--- src/rtl/axi_rd_fifo_if.sv ---
`default_nettype none
// ============================================================================
//  Module   : axi_rd_fifo_if
//  Brief    : Push-side and read-beat-side signal bundle for axi_rd_fifo.
//  Revision : 1.0 - initial release
// ============================================================================
interface axi_rd_fifo_if #(
    parameter int AW = 4
);
    logic          ar_start;
    logic [7:0]    ar_len;
    logic          in_valid;
    logic [31:0]   in_data;
    logic          in_ready;
    logic          r_ready;
    logic          r_valid;
    logic          r_last;
    logic [31:0]   data_out;
    logic          busy;
    logic [AW:0]   fifo_count;

    // Drives the buffer: core push side plus AR/R handshake qualifiers.
    modport master (
        output ar_start, ar_len, in_valid, in_data, r_ready,
        input  in_ready, r_valid, r_last, data_out, busy, fifo_count
    );

    // The buffer itself.
    modport slave (
        input  ar_start, ar_len, in_valid, in_data, r_ready,
        output in_ready, r_valid, r_last, data_out, busy, fifo_count
    );
endinterface
`default_nettype wire

--- src/rtl/axi_rd_fifo.sv ---
`default_nettype none
// ============================================================================
//  Module   : axi_rd_fifo
//  Brief    : Show-ahead word FIFO between the ML-DSA core and the AXI read
//             channel; each accepted read address releases ARLEN+1 beats.
//  Revision : 1.0 - initial release
// ============================================================================
module axi_rd_fifo #(
    parameter int DEPTH = 16,
    parameter int AW    = 4
) (
    input  logic          ACLK,
    input  logic          ARESETn,
    axi_rd_fifo_if.slave  bus
);
    typedef enum logic [0:0] {
        S_IDLE  = 1'b0,
        S_BURST = 1'b1
    } state_t;

    localparam logic [AW:0]   c_FULL    = (AW+1)'(DEPTH);
    localparam logic [AW:0]   c_CNT_ONE = (AW+1)'(1);
    localparam logic [AW-1:0] c_PTR_ONE = AW'(1);

    state_t        r_state;
    state_t        w_state_nxt;
    logic [31:0]   r_mem [DEPTH];
    logic [AW-1:0] r_wptr;
    logic [AW-1:0] r_rptr;
    logic [AW:0]   r_count;
    logic [7:0]    r_beat_cnt;
    logic [7:0]    r_beats_m1;

    logic          w_in_ready;
    logic          w_push;
    logic          w_pop;
    logic          w_start;
    logic          w_rvalid;
    logic          w_rlast;
    logic          w_busy;
    logic [31:0]   w_data;

    // Full blocks pushes even when a pop frees a slot in the same cycle.
    assign w_in_ready = (r_count != c_FULL);
    assign w_push     = bus.in_valid && w_in_ready;
    assign w_pop      = w_rvalid && bus.r_ready;

    // Read-side next state and show-ahead beat outputs.
    always_comb begin
        w_state_nxt = r_state;
        w_start     = 1'b0;
        w_rvalid    = 1'b0;
        w_rlast     = 1'b0;
        w_busy      = 1'b0;
        w_data      = 32'd0;
        case (r_state)
            S_IDLE: begin
                if (bus.ar_start) begin
                    w_start     = 1'b1;
                    w_state_nxt = S_BURST;
                end
            end
            S_BURST: begin
                w_busy   = 1'b1;
                w_rvalid = (r_count != '0);
                if (w_rvalid) begin
                    w_data  = r_mem[r_rptr];
                    w_rlast = (r_beat_cnt == r_beats_m1);
                end
                if (w_rvalid && bus.r_ready && w_rlast) begin
                    w_state_nxt = S_IDLE;
                end
            end
            default: w_state_nxt = S_IDLE;
        endcase
    end

    // State register.
    always_ff @(posedge ACLK) begin
        if (!ARESETn) begin
            r_state <= S_IDLE;
        end else begin
            r_state <= w_state_nxt;
        end
    end

    // Storage array; contents need no reset since count gates visibility.
    always_ff @(posedge ACLK) begin
        if (w_push) begin
            r_mem[r_wptr] <= bus.in_data;
        end
    end

    // Pointers and occupancy; simultaneous push and pop leave count unchanged.
    always_ff @(posedge ACLK) begin
        if (!ARESETn) begin
            r_wptr  <= '0;
            r_rptr  <= '0;
            r_count <= '0;
        end else begin
            if (w_push) begin
                r_wptr <= r_wptr + c_PTR_ONE;
            end
            if (w_pop) begin
                r_rptr <= r_rptr + c_PTR_ONE;
            end
            case ({w_push, w_pop})
                2'b10:   r_count <= r_count + c_CNT_ONE;
                2'b01:   r_count <= r_count - c_CNT_ONE;
                default: r_count <= r_count;
            endcase
        end
    end

    // Burst length latch and beat counter; beat count holds while starved.
    always_ff @(posedge ACLK) begin
        if (!ARESETn) begin
            r_beat_cnt <= 8'd0;
            r_beats_m1 <= 8'd0;
        end else if (w_start) begin
            r_beat_cnt <= 8'd0;
            r_beats_m1 <= bus.ar_len;
        end else if (w_pop) begin
            r_beat_cnt <= r_beat_cnt + 8'd1;
        end
    end

    assign bus.in_ready   = w_in_ready;
    assign bus.r_valid    = w_rvalid;
    assign bus.r_last     = w_rlast;
    assign bus.data_out   = w_data;
    assign bus.busy       = w_busy;
    assign bus.fifo_count = r_count;
endmodule
`default_nettype wire

--- src/flat_wrapper.sv ---
// flat-port wrapper written by rule: the top's interface ports become plain ports
module axi_rd_fifo_flat 
#(
    parameter int DEPTH = 16,
    parameter int AW    = 4
)
  (ACLK, ARESETn, bus_ar_start, bus_ar_len, bus_in_valid, bus_in_data, bus_r_ready, bus_in_ready, bus_r_valid, bus_r_last, bus_data_out, bus_busy, bus_fifo_count);
  axi_rd_fifo_if #(.AW(AW)) bus_i ();
  input  logic ACLK;
  input  logic ARESETn;
  input wire logic [$bits(bus_i.ar_start)-1:0] bus_ar_start;
  input wire logic [$bits(bus_i.ar_len)-1:0] bus_ar_len;
  input wire logic [$bits(bus_i.in_valid)-1:0] bus_in_valid;
  input wire logic [$bits(bus_i.in_data)-1:0] bus_in_data;
  input wire logic [$bits(bus_i.r_ready)-1:0] bus_r_ready;
  output wire logic [$bits(bus_i.in_ready)-1:0] bus_in_ready;
  output wire logic [$bits(bus_i.r_valid)-1:0] bus_r_valid;
  output wire logic [$bits(bus_i.r_last)-1:0] bus_r_last;
  output wire logic [$bits(bus_i.data_out)-1:0] bus_data_out;
  output wire logic [$bits(bus_i.busy)-1:0] bus_busy;
  output wire logic [$bits(bus_i.fifo_count)-1:0] bus_fifo_count;
  assign bus_i.ar_start = bus_ar_start;
  assign bus_i.ar_len = bus_ar_len;
  assign bus_i.in_valid = bus_in_valid;
  assign bus_i.in_data = bus_in_data;
  assign bus_i.r_ready = bus_r_ready;
  assign bus_in_ready = bus_i.in_ready;
  assign bus_r_valid = bus_i.r_valid;
  assign bus_r_last = bus_i.r_last;
  assign bus_data_out = bus_i.data_out;
  assign bus_busy = bus_i.busy;
  assign bus_fifo_count = bus_i.fifo_count;
  axi_rd_fifo #(.DEPTH(DEPTH), .AW(AW)) u_core (.ACLK(ACLK), .ARESETn(ARESETn), .bus(bus_i));
endmodule
--- config.mk ---
export PLATFORM = sky130hd
export DESIGN_NAME = axi_rd_fifo_flat
export DESIGN_NICKNAME = d
export VERILOG_FILES = /design/src/rtl/axi_rd_fifo_if.sv /design/src/rtl/axi_rd_fifo.sv /design/src/flat_wrapper.sv
export SDC_FILE = /design/constraint.sdc
export NUM_CORES = 1
export LEC_CHECK = 0
export BUFFER_PORTS_ARGS = -buffer_cell sky130_fd_sc_hd__buf_2
export CELL_PAD_IN_SITES_DETAIL_PLACEMENT = 1
export CELL_PAD_IN_SITES_GLOBAL_PLACEMENT = 1
export CORE_UTILIZATION = 39
export CTS_CLUSTER_SIZE = 8
export DETAILED_ROUTE_END_ITERATION = 7
export PLACE_DENSITY_LB_ADDON = 0.1
export SETUP_SLACK_MARGIN = 0.05
export SYNTH_ARGS = -nofsm -noshare
export SYNTH_HDL_FRONTEND = slang
export SYNTH_SLANG_ARGS = --single-unit
--- constraint.sdc ---
create_clock -name ACLK -period 8.6 [get_ports ACLK]
set_input_delay 0.43 -clock ACLK [delete_from_list [all_inputs] [get_ports ACLK]]
set_output_delay 0.43 -clock ACLK [all_outputs]
set_load 0.02 [all_outputs]
==> results_dict.tcl <==
set metrics [dict create \
    status "completed" \
    synth-seq-cells 546 \
    total_power_mw 6.036 \
    grt_use_total 0.1801 \
    drive_gt1_frac 0.3022 \
    viasPerCell 5.468 \
    skew_ns 0.01098 \
    routabilityCongestion 0.6626 \
    finalNonFillerCells 1844 \
    critPathKind "reg2out" \
    dieArea_sq_um 55150 \
    synth_ff_type "edfxtp_1" \
    p_per_area_nw_per_um2 245.4 \
    ioPinCount 86 \
    ctsHoldBuffers 0 \
    rsz0062_at_grt "false" \
    setup_viol 0 \
    n_fill_cell 4794 \
    grt_pass1_wl_um 72710 \
    post-cts-setup-buffers 0 \
    dieHeight_um 234.8 \
    grt_pass1_vias 11140 \
    syn_nets 1054 \
    power.leakage_nw 7.699 \
    cts_root_buffer "clkbuf_16" \
    worst_pin_slew_ns 0.9852 \
    synth_edf_count 512 \
    grt_max_degree 84 \
    nNetsFinal 1186 \
    cp_data_required_time_ns 8.17 \
    cap_violations 0 \
    ctsResizeCount 0 \
    numClockSinks 546 \
    clockBufferDepth 3 \
    dpl.cell_count 1739 \
    irDropWorstVdd_mv 0.1588 \
    critPathCaptureType "output pin" \
    start_kind "flip-flop" \
    tns_ns 0 \
    cts_tree "built" \
    yosysUniqueCellTypes 47 \
    totalWireLength_um 48370 \
    crit_arrival_ns 3.74 \
    holdCritPathClass "in2reg" \
    netlist_area_sq_um 21140 \
    post_drt_wl_per_cell_um 26.23 \
    initial_core_util 0.3983 \
    die_w_um 234.8 \
    clk_pin_slew_worst_paths_ns 0.05 \
    max_slew_margin 0.3396 \
    cts_buffers 78 \
    antenna_found_initial 3 \
    yosysSeqAreaShare 0.7594 \
    grt_overflow 0 \
    ys_async_sr_fraction 0 \
    yosysWarnings 0 \
    drt_first_pass_iters 4 \
    hold_viol 0 \
    portBuffers 85 \
    worst-path-max-fanout 36 \
    clk_latency_ns 0.60 \
    hold_ws_ns 0.08012 \
    drtIter0Drc 753 \
    netlist_instances 999 \
    area_growth_pct 16.36 \
    slew_violations 0 \
    syn_avg_cell_area_sq_um 21.16 \
    fp-row-count 84 \
    hpwlAfterDp_um 25810 \
    synth.area.top_cells "edfxtp_1 73%, mux4_2 14%, dfxtp_1 3.2%" \
    synth_largest_area_cell "edfxtp_1" \
    route.detailed.drc 0 \
    period_share 0.4845 \
    synth_top_area_share 0.7272 \
    min_period_ns 4.166 \
    core_area_sq_um 53080 \
    max_freq_mhz 240.0 \
    vias 10080 \
    drtAntennaViolNets 0 \
    htreeDepth 3 \
]
-- synth_stat cells, drive strengths merged (10+ instances only) --
cell type	instances
dfxtp	34
edfxtp	512
mux4	128
a21oi	17
mux2i	68
xor2	10
buf	45
o22ai	32
nand2	33
nor2	25
clkbuf	11
ha	10
-- cells in the final DEF (no fill, tap or decap), types with 2 or more instances in the layout --
cell type	instances
buf_2	85
or3_1	4
nand2_1	32
o21ai_0	7
or4_1	2
edfxtp_1	512
o211ai_1	4
nor3_2	4
mux2i_1	68
nand3_1	6
clkbuf_16	81
buf_4	22
nor3_1	3
o31ai_1	2
o22ai_1	32
xor2_1	10
a21oi_1	17
inv_6	2
nand2b_1	5
inv_1	6
xnor2_1	9
mux4_2	128
ha_1	10
nand4_1	4
clkbuf_1	18
nor2_4	12
dfxtp_1	31
nor2_1	13
dfxtp_4	3
-- final cells by class --
cell class / count / area [sq um] / share of cell area
multi-input combinational: 390 / 4865 / 0.1978
inverter: 7 / 28.78 / 0.001170
sequential: 546 / 16070 / 0.6531
clock inverter: 5 / 71.32 / 0.002899
tap: 688 / 860.8 / 0.03499
antenna: 1 / 2.502 / 0.0001017
clock buffer: 99 / 2095 / 0.08514
timing repair buffer: 108 / 610.6 / 0.02482
-- routing by layer --
layer  global-route usage  part of all wire
met5                    0           0.00056
met2               0.2879              0.48
met4              0.05124             0.020
met3              0.03701             0.037
met1               0.2506              0.46
-- final timing paths --
| check | startpoint | end | slack (ns) | depth (start not counted) |
|---|---|---|---|---|
| hold / removal | bus_ar_len[5] | u_core.r_beats_m1[5] | 0.08 | 3 |
| setup / recovery | flip-flop | bus_data_out[26] | 4.43 | 6 |
| hold reg to reg | u_core.r_beats_m1[4] | u_core.r_beats_m1[4] | 0.47 | 2 |
| setup reg to reg | u_core.bus.fifo_count[2] | u_core.r_mem[0][10] | 5.29 | 5 |
-- kinds of logic after synthesis --
group / synth area share
fa+ha+maj: 0.005918
compound gates: 0.02000
xor+xnor: 0.007871
flops: 0.7594
mux: 0.1686
buf+inv: 0.01568
simple gates: 0.02255
-- state kept, by name, summed over array words and instances, names as in the netlist, named ones only --
signal and flops:
u_core.r_mem 512, u_core.bus.fifo_count 5, u_core.r_beat_cnt 8, u_core.r_state 1
u_core.r_beats_m1 8, u_core.r_wptr 4, u_core.r_rptr 4
-- power breakdown --
part / internal [mW] / leakage [nW] / total, mW / switching [mW]
Clock: 1.71 / 1.05 / 2.76 / 1.05
Sequential: 2.95 / 4.90 / 2.98 / 0.0235
Combinational: 0.113 / 1.74 / 0.302 / 0.188
Total: 4.78 / 7.70 / 6.04 / 1.26
-- through the flow --
step / setup WS (ns) / utilization / cell area [sq um]
3_3_place_gp: 4.898 / 0.4226 / 22430
6_report: 4.434 / 0.4635 / 24600
4_1_cts: 4.241 / 0.4634 / 24600
2_1_floorplan: 4.616 / - / 21140
5_1_grt: 4.093 / 0.4635 / 24600
3_5_place_dp: 4.885 / 0.4226 / 22430
-- worst max-delay path, stage by stage, from the launching register on --
cell	delay (ns)
dfxtp_4	0.62
buf_4	0.69
buf_4	0.67
mux4_2	0.59
mux2i_1	0.15
o22ai_1	0.16
buf_2	0.22
Note: power is estimated with default switching activity, not from simulation.
